<file path="src/rtl/lp805x_syncfifo.sv">
// Synchronous first-word-fall-through FIFO with level, almost-full/empty
// thresholds and sticky overflow/underflow flags.
module lp805x_syncfifo #(
   parameter int DATA_WIDTH = 40,
   parameter int ADDR_WIDTH = 2,
   parameter int AFULL_LVL  = (1 << ADDR_WIDTH) - 1,
   parameter int AEMPTY_LVL = 1
) (
   input  logic                  clk,
   input  logic                  rst,
   input  logic [DATA_WIDTH-1:0] data_in,
   input  logic                  wput,
   output logic                  wrdy,
   output logic [DATA_WIDTH-1:0] data_out,
   input  logic                  rget,
   output logic                  rrdy,
   input  logic                  flush,
   output logic [ADDR_WIDTH:0]   level,
   output logic                  afull,
   output logic                  aempty,
   output logic                  ovf,
   output logic                  udf
);

   localparam int DEPTH = 1 << ADDR_WIDTH;

   logic [ADDR_WIDTH:0]   wptr_q, wptr_d, rptr_q, rptr_d;
   logic                  ovf_q, ovf_d, udf_q, udf_d;
   logic [DATA_WIDTH-1:0] mem_q [DEPTH];
   logic                  full, empty, we, rd;

   // The extra MSB on each pointer separates full from empty when the index bits match.
   assign full  = (wptr_q[ADDR_WIDTH] != rptr_q[ADDR_WIDTH]) &&
                  (wptr_q[ADDR_WIDTH-1:0] == rptr_q[ADDR_WIDTH-1:0]);
   assign empty = (wptr_q == rptr_q);
   assign we    = wput & ~full;
   assign rd    = rget & ~empty;

   always_comb begin
      wptr_d = wptr_q;
      rptr_d = rptr_q;
      ovf_d  = ovf_q;
      udf_d  = udf_q;
      if (flush) begin
         wptr_d = '0;
         rptr_d = '0;
         ovf_d  = 1'b0;
         udf_d  = 1'b0;
      end else begin
         if (we) wptr_d = wptr_q + 1'b1;
         if (rd) rptr_d = rptr_q + 1'b1;
         if (wput && full)  ovf_d = 1'b1;
         if (rget && empty) udf_d = 1'b1;
      end
   end

   always_ff @(posedge clk) begin
      if (rst) begin
         wptr_q <= '0;
         rptr_q <= '0;
         ovf_q  <= 1'b0;
         udf_q  <= 1'b0;
      end else begin
         wptr_q <= wptr_d;
         rptr_q <= rptr_d;
         ovf_q  <= ovf_d;
         udf_q  <= udf_d;
      end
   end

   // Storage carries no reset; a write lost to rst/flush never becomes visible.
   always_ff @(posedge clk) begin
      if (we && !rst && !flush) mem_q[wptr_q[ADDR_WIDTH-1:0]] <= data_in;
   end

   assign wrdy     = ~full;
   assign rrdy     = ~empty;
   assign data_out = empty ? '0 : mem_q[rptr_q[ADDR_WIDTH-1:0]];
   assign level    = wptr_q - rptr_q;
   assign afull    = (int'(level) >= AFULL_LVL);
   assign aempty   = (int'(level) <= AEMPTY_LVL);
   assign ovf      = ovf_q;
   assign udf      = udf_q;

endmodule

</file>
<file path="config.mk">
export PLATFORM = sky130hd
export DESIGN_NAME = lp805x_syncfifo
export DESIGN_NICKNAME = d
export VERILOG_FILES = /design/src/rtl/lp805x_syncfifo.sv
export SDC_FILE = /design/constraint.sdc
export NUM_CORES = 1
export LEC_CHECK = 0
export CELL_PAD_IN_SITES_DETAIL_PLACEMENT = 1
export CELL_PAD_IN_SITES_GLOBAL_PLACEMENT = 2
export CORE_ASPECT_RATIO = 0.7
export CORE_UTILIZATION = 41
export CTS_CLUSTER_SIZE = 12
export DETAILED_ROUTE_END_ITERATION = 10
export PLACE_DENSITY = 0.86
export SLEW_MARGIN = 20
export SYNTH_ARGS = -nofsm -noshare
export SYNTH_HDL_FRONTEND = slang
export SYNTH_SLANG_ARGS = --single-unit
</file>
<file path="constraint.sdc">
create_clock -name clk -period 3.4 [get_ports clk]
set_input_delay 0.68 -clock clk [delete_from_list [all_inputs] [get_ports clk]]
set_output_delay 0.68 -clock clk [all_outputs]
set_load 0.02 [all_outputs]
</file>
==> results of run 1 <==
[layer usage]
| layer | global-route usage | share of wire | vias to the layer above |
|---|---|---|---|
| met1 | 0.2378 | 0.47 | 1744 |
| met3 | 0.04489 | 0.046 | 6 |
| met5 | 0 | 0 | - |
| met4 | 0.04357 | 0.0048 | 0 |
| li1 | - | - | 1501 |
| met2 | 0.2776 | 0.47 | 86 |
[cell type report]
| cell class | count | area, sq um |
|---|---|---|
| clock buffer | 17 | 425.4 |
| fill | 1389 | 7181 |
| inverter | 9 | 33.78 |
| multi-input combinational | 128 | 1543 |
| clock inverter | 15 | 121.4 |
| tap | 200 | 250.2 |
| sequential | 170 | 5010 |
| timing repair buffer | 102 | 1079 |
[report_power, final]
part,internal (mW),switching (mW)
Combinational,0.144,0.142
Clock,0.948,0.812
Sequential,2.31,0.00919
Total,3.40,0.963
[path summary, 6_finish.rpt]
check	from	end	cells after the start
max	wptr_q[0]$_SDFFE_PP0P_	data_out[11]	7
min	ovf$_SDFFE_PP0P_	ovf$_SDFFE_PP0P_	2
max reg2reg	wptr_q[0]$_SDFFE_PP0P_	mem_q[2][0]$_DFFE_PP_	6
min reg2reg	ovf$_SDFFE_PP0P_	ovf$_SDFFE_PP0P_	2
[worst register-to-register path: stages (launching register included)]
cell and delay (ps):
dfxtp_1 390, inv_1 110, ha_1 340, and2_0 280
a21boi_1 440, and3_2 300, buf_12 270
[registers in the layout (all words and copies together), names as in the netlist, named ones only]
register	count
wptr_q	3
ovf	1
rptr_q	3
udf	1
mem_q	160
[cells in the mapped netlist (all sizes together), types with 2 or more instances]
cell type,n
nor2,5
nand2,5
o31ai,2
mux4,40
mux2i,3
o2111ai,3
a31oi,2
clkbuf,11
nor2b,41
xnor2,2
o311ai,2
ha,7
buf,4
and3,4
inv,9
dfxtp,10
edfxtp,160
or3,2
[kinds of logic after synthesis]
kind of cell	Yosys count	share of synthesized area
AOI/OAI and AO/OA	14	0.01622
xor gates and xnor gates	3	0.005095
adders and majority gates	8	0.01622
buffers and inverters	24	0.01471
DFF	170	0.7546
muxes	43	0.1404
and+or+nand+nor	60	0.05282
[repair_timing]
action                     4_1_cts  5_1_grt
setup endpoints to repair        0        2
hold buffers                     0        0
gates resized for setup          0        2
==> metrics.txt, run 1 <==
worst-skew pair later-pin latency=420 ps; CORE AREA=around 0.016 sq mm; post-route antenna net violation count=0; Design Area, Final=0.008462 sq mm; Worst Slack Setup Final=155.8 ps; wirelength, routed=13.48 mm; hpwl dp=8.348 mm; Ys Warns=0; Bufs and invs on worst path=3; min-delay worst type=reg2reg; Mapped Cells=322; global-route wire length before repair=20.84 mm; Final Hold Fails=0; Pre-antenna DRT Iters=4; RSZ-0062 raised after global routing=false; critical path endpoint category=output port; CP top delay family=buffers and inverters; P_leak=2.700 nW; period utilization=0.9542; Max clock buf depth=2; DR iter-0 viols=190; Final nets=481; Max Cap Viol=0; Mapped Nets=375; sequential cell area fraction in the yosys report=0.7546; clk_skew=15.96 ps; dominant cells by area after synthesis=edfxtp_1 72%, mux4_2 14%, nor2b_1 3.9%; worst hold slack=between 400 and 500 ps; f_max=about 0.31 GHz; Synth-to-Final Area Change=27.58%; Yosys cell types=29; pin count of the biggest net entering global routing=41; vias in the first global route=3,628; CTS tree=yes; Chip Height=between 100 and 150 um; Critical Path AT=2560 ps; diode count=0; slowest stage delay, CP=between 600 and 700 ps; wire per inst=between 20 and 25 um; Clock Pin Slew Worst Setup and Hold Paths=70 ps; Pwr Total=between 4 and 5 mW; routability congestion estimate=around 0.75; Yosys top cell area share=0.7244; Setup crit start kind=flop; DRC viols=0; fin util=0.5410; Synth area leader=edfxtp_1; dpl ws=572.2 ps; Worst Path Class, Setup=reg2out; Synth async-reset ratio=0; Post-synth EDFFs=160; Setup Viol. Count Final=0; Ports=94; CP required=2720 ps; # rows=38; Worst Tran Pin Value=about 740 ps; Total GRT Usage=0.1731; clock root cell=clkbuf_16; Vias/cell=around 5.2; setup TNS=0 ps; register bit total from synthesis=170; Die W=154.0 um; DP Area=a little under 0.008 sq mm; Cell Count, Final, Fillers Out=641; Post-CTS Setup Bufs=0; Mapped Avg Cell Area=20.60 sq um; H-tree depth=4; IO buf count=93; Cell Chain, Critical Path=inv_1, ha_1, nand2_1, nor2_4, buf_4, nor2b_1, clkdlybuf4s50_1; Die Footprint=0.01670 sq mm; most common cell after layout, fill and taps aside=edfxtp_1; Sink Count=170; CP max FO=17; Synth Flop Type=edfxtp_1; share of cells above drive strength 1=0.1950; Power Dens Cells=a little over 500 mW/mm^2; Inst Count DP=609; antenna violations before repair=0; total CTS buffers=17; R2R setup slack=920 ps; Tmin final=3244 ps; status=complete, no violations; Slowest cell on crit path=clkdlybuf4s50_1; starting density of the core=0.4240; Congestion Overflow GR=0; Rel. slew slack=0.5054; most frequent cells in the layout=160 x edfxtp_1, 91 x clkdlybuf4s50_1, 41 x nor2b_1; Slew Viols, Final=0; Syn Std Cell Area=0.006633 sq mm; routed via count=3,337; Peak VDD IR=0.3518 mV
No activity file was read; power rests on OpenSTA's default activity.
==> run 2: changes to the inputs <==
- HOLD_SLACK_MARGIN: default -> 0.15
==> results of run 2 <==
The final DEF is identical to that of run 1; final timing and power are the same.
==> run 3: changes to the inputs <==
- PLACE_DENSITY: 0.86 -> default
- PLACE_DENSITY_LB_ADDON: default -> 0.3
==> metrics.txt, run 3 (synthesis results as in run 1) <==
status=complete, no violations; CP required=roughly 2700 ps; most frequent cells in the layout=160 x edfxtp_1, 93 x clkdlybuf4s50_1, 41 x nor2b_1; NetSw=0.9272 mW; worst-skew pair later-pin latency=around 420 ps; critical path endpoint category=output port; Vias/cell=between 5 and 6; post-route antenna net violation count=0; routability congestion estimate=0.7683; multi-input logic area=0.001543 sq mm; Chip Height=108.4 um; Critical Path AT=2480 ps; Cell Int Power=around 3.6 mW; Final Hold Fails=0; DP Area=around 0.008 sq mm; Clock Pin Slew Worst Setup and Hold Paths=60 ps; H-tree depth=4; pin count of the biggest net entering global routing=43; fin util=0.5446; most common cell after layout, fill and taps aside=edfxtp_1; Slowest cell on crit path=clkdlybuf4s50_1; Die W=154.0 um; P_leak=about 2.7 nW; Pwr Total=4.543 mW; net switching fraction of the power=0.2041; RSZ-0062 raised after global routing=false; share of cells above drive strength 1=0.1955; wirelength, routed=13.17 mm; Worst Path Class, Setup=reg2out; slowest stage delay, CP=630 ps; # rows=38; Die Footprint=about 0.017 sq mm; IO buf count=93; hpwl dp=8.077 mm; Clk pwr share=0.426; Ports=94; Setup crit start kind=flop; Sink Count=170; CTS tree=yes; sequential cell area=0.005010 sq mm; min-delay worst type=reg2reg; setup TNS=0 ps; Tmin final=3165 ps; Setup Viol. Count Final=0; Max Cap Viol=0; vias in the first global route=3,552; total CTS buffers=17; Pre-antenna DRT Iters=4; f_max=0.3160 GHz; Congestion Overflow GR=0; wire per inst=20.57 um; Peak VDD IR=0.3425 mV; global-route wire length before repair=between 20 and 25 mm; starting density of the core=0.4240; antenna violations before repair=0; Rel. slew slack=0.6459; period utilization=0.9309; clk_skew=6.140 ps; Worst Tran Pin Value=531.1 ps; Slew Viols, Final=0; DRC viols=0; Design Area, Final=0.008518 sq mm; fillers=1,388; DR iter-0 viols=176; Max clock buf depth=2; Power Dens Cells=roughly 530 mW/mm^2; CP max FO=between 40 and 50; Cell Chain, Critical Path=inv_1, ha_1, nand2_1, nor2_4, buf_12, nor2b_1, clkdlybuf4s50_1; Largest register FFs=between 150 and 200; clock root cell=clkbuf_16; Total GRT Usage=0.1686; Synth-to-Final Area Change=28.43%; diode count=0; CTS Hold Bufs=0; worst hold slack=478.0 ps; Post-CTS Setup Bufs=0; post-cts resize count=0; Final nets=481; routed via count=3,307; Comb power frac=0.064; sequential share of power=0.510; CORE AREA=about 0.016 sq mm
-- run 3: changes by cell type in the layout (fill, tap and decap cells not counted) --
cell	before	now
clkinv_4	5	2
inv_6	3	4
dlymetal6s2s_1	2	0
clkinvlp_4	1	2
inv_8	1	0
clkdlybuf4s50_1	91	93
clkbuf_1	0	1
bufinv_16	0	3
buf_12	6	7
buf_4	3	2
clkinv_1	3	1
clkinv_8	1	0
-- run 3: critical path, delay by kind of cell (launching register included) --
family | cells | cell delay [ps]
and+or+nand+nor | 3 | 420
adders and majority gates | 1 | 330
buffers and inverters | 3 | 940
DFF | 1 | 380
-- run 3: cell type report --
cell class	instances	area share
multi-input cells	128	0.1811
clock inverters	13	0.01954
clock buffers	18	0.05038
repair buffers	102	0.1275
well taps	200	0.02938
flip-flops and latches	170	0.5881
inverters	9	0.003966
-- run 3: final timing paths --
kind | start | slack, ps | to | cells after the start
setup reg to reg | wptr_q[0]$_SDFFE_PP0P_ | 750 | mem_q[2][14]$_DFFE_PP_ | 6
hold reg to reg | ovf$_SDFFE_PP0P_ | 480 | ovf$_SDFFE_PP0P_ | 2
setup / recovery | wptr_q[0]$_SDFFE_PP0P_ | 240 | data_out[13] | 7
hold / removal | ovf$_SDFFE_PP0P_ | 480 | ovf$_SDFFE_PP0P_ | 2
-- run 3: through the flow --
stage | setup slack (ps) | instances
final | 235.1 | 640
after global routing | 84.95 | 640
after CTS | 189.3 | 640
after detailed placement | 595.8 | 609
after global placement | 630.7 | 609
after floorplan | 623.4 | 322
-- run 3: layer usage --
| metal | wire (um) | track usage |
|---|---|---|
| met4 | 136 | 0.05357 |
| met5 | 0 | 0 |
| met1 | 6085 | 0.2253 |
| met2 | 6351 | 0.2753 |
| met3 | 592 | 0.04088 |
-- run 3: power groups by stage --
stage,Clock (mW),Combinational [mW],Sequential [mW]
final,1.93,0.291,2.32
after global routing,2.06,0.311,2.32
after CTS,1.98,0.296,2.32
after detailed placement,0,0.294,2.36
after global placement,0,0.288,2.36
after floorplan,0,0.125,2.36
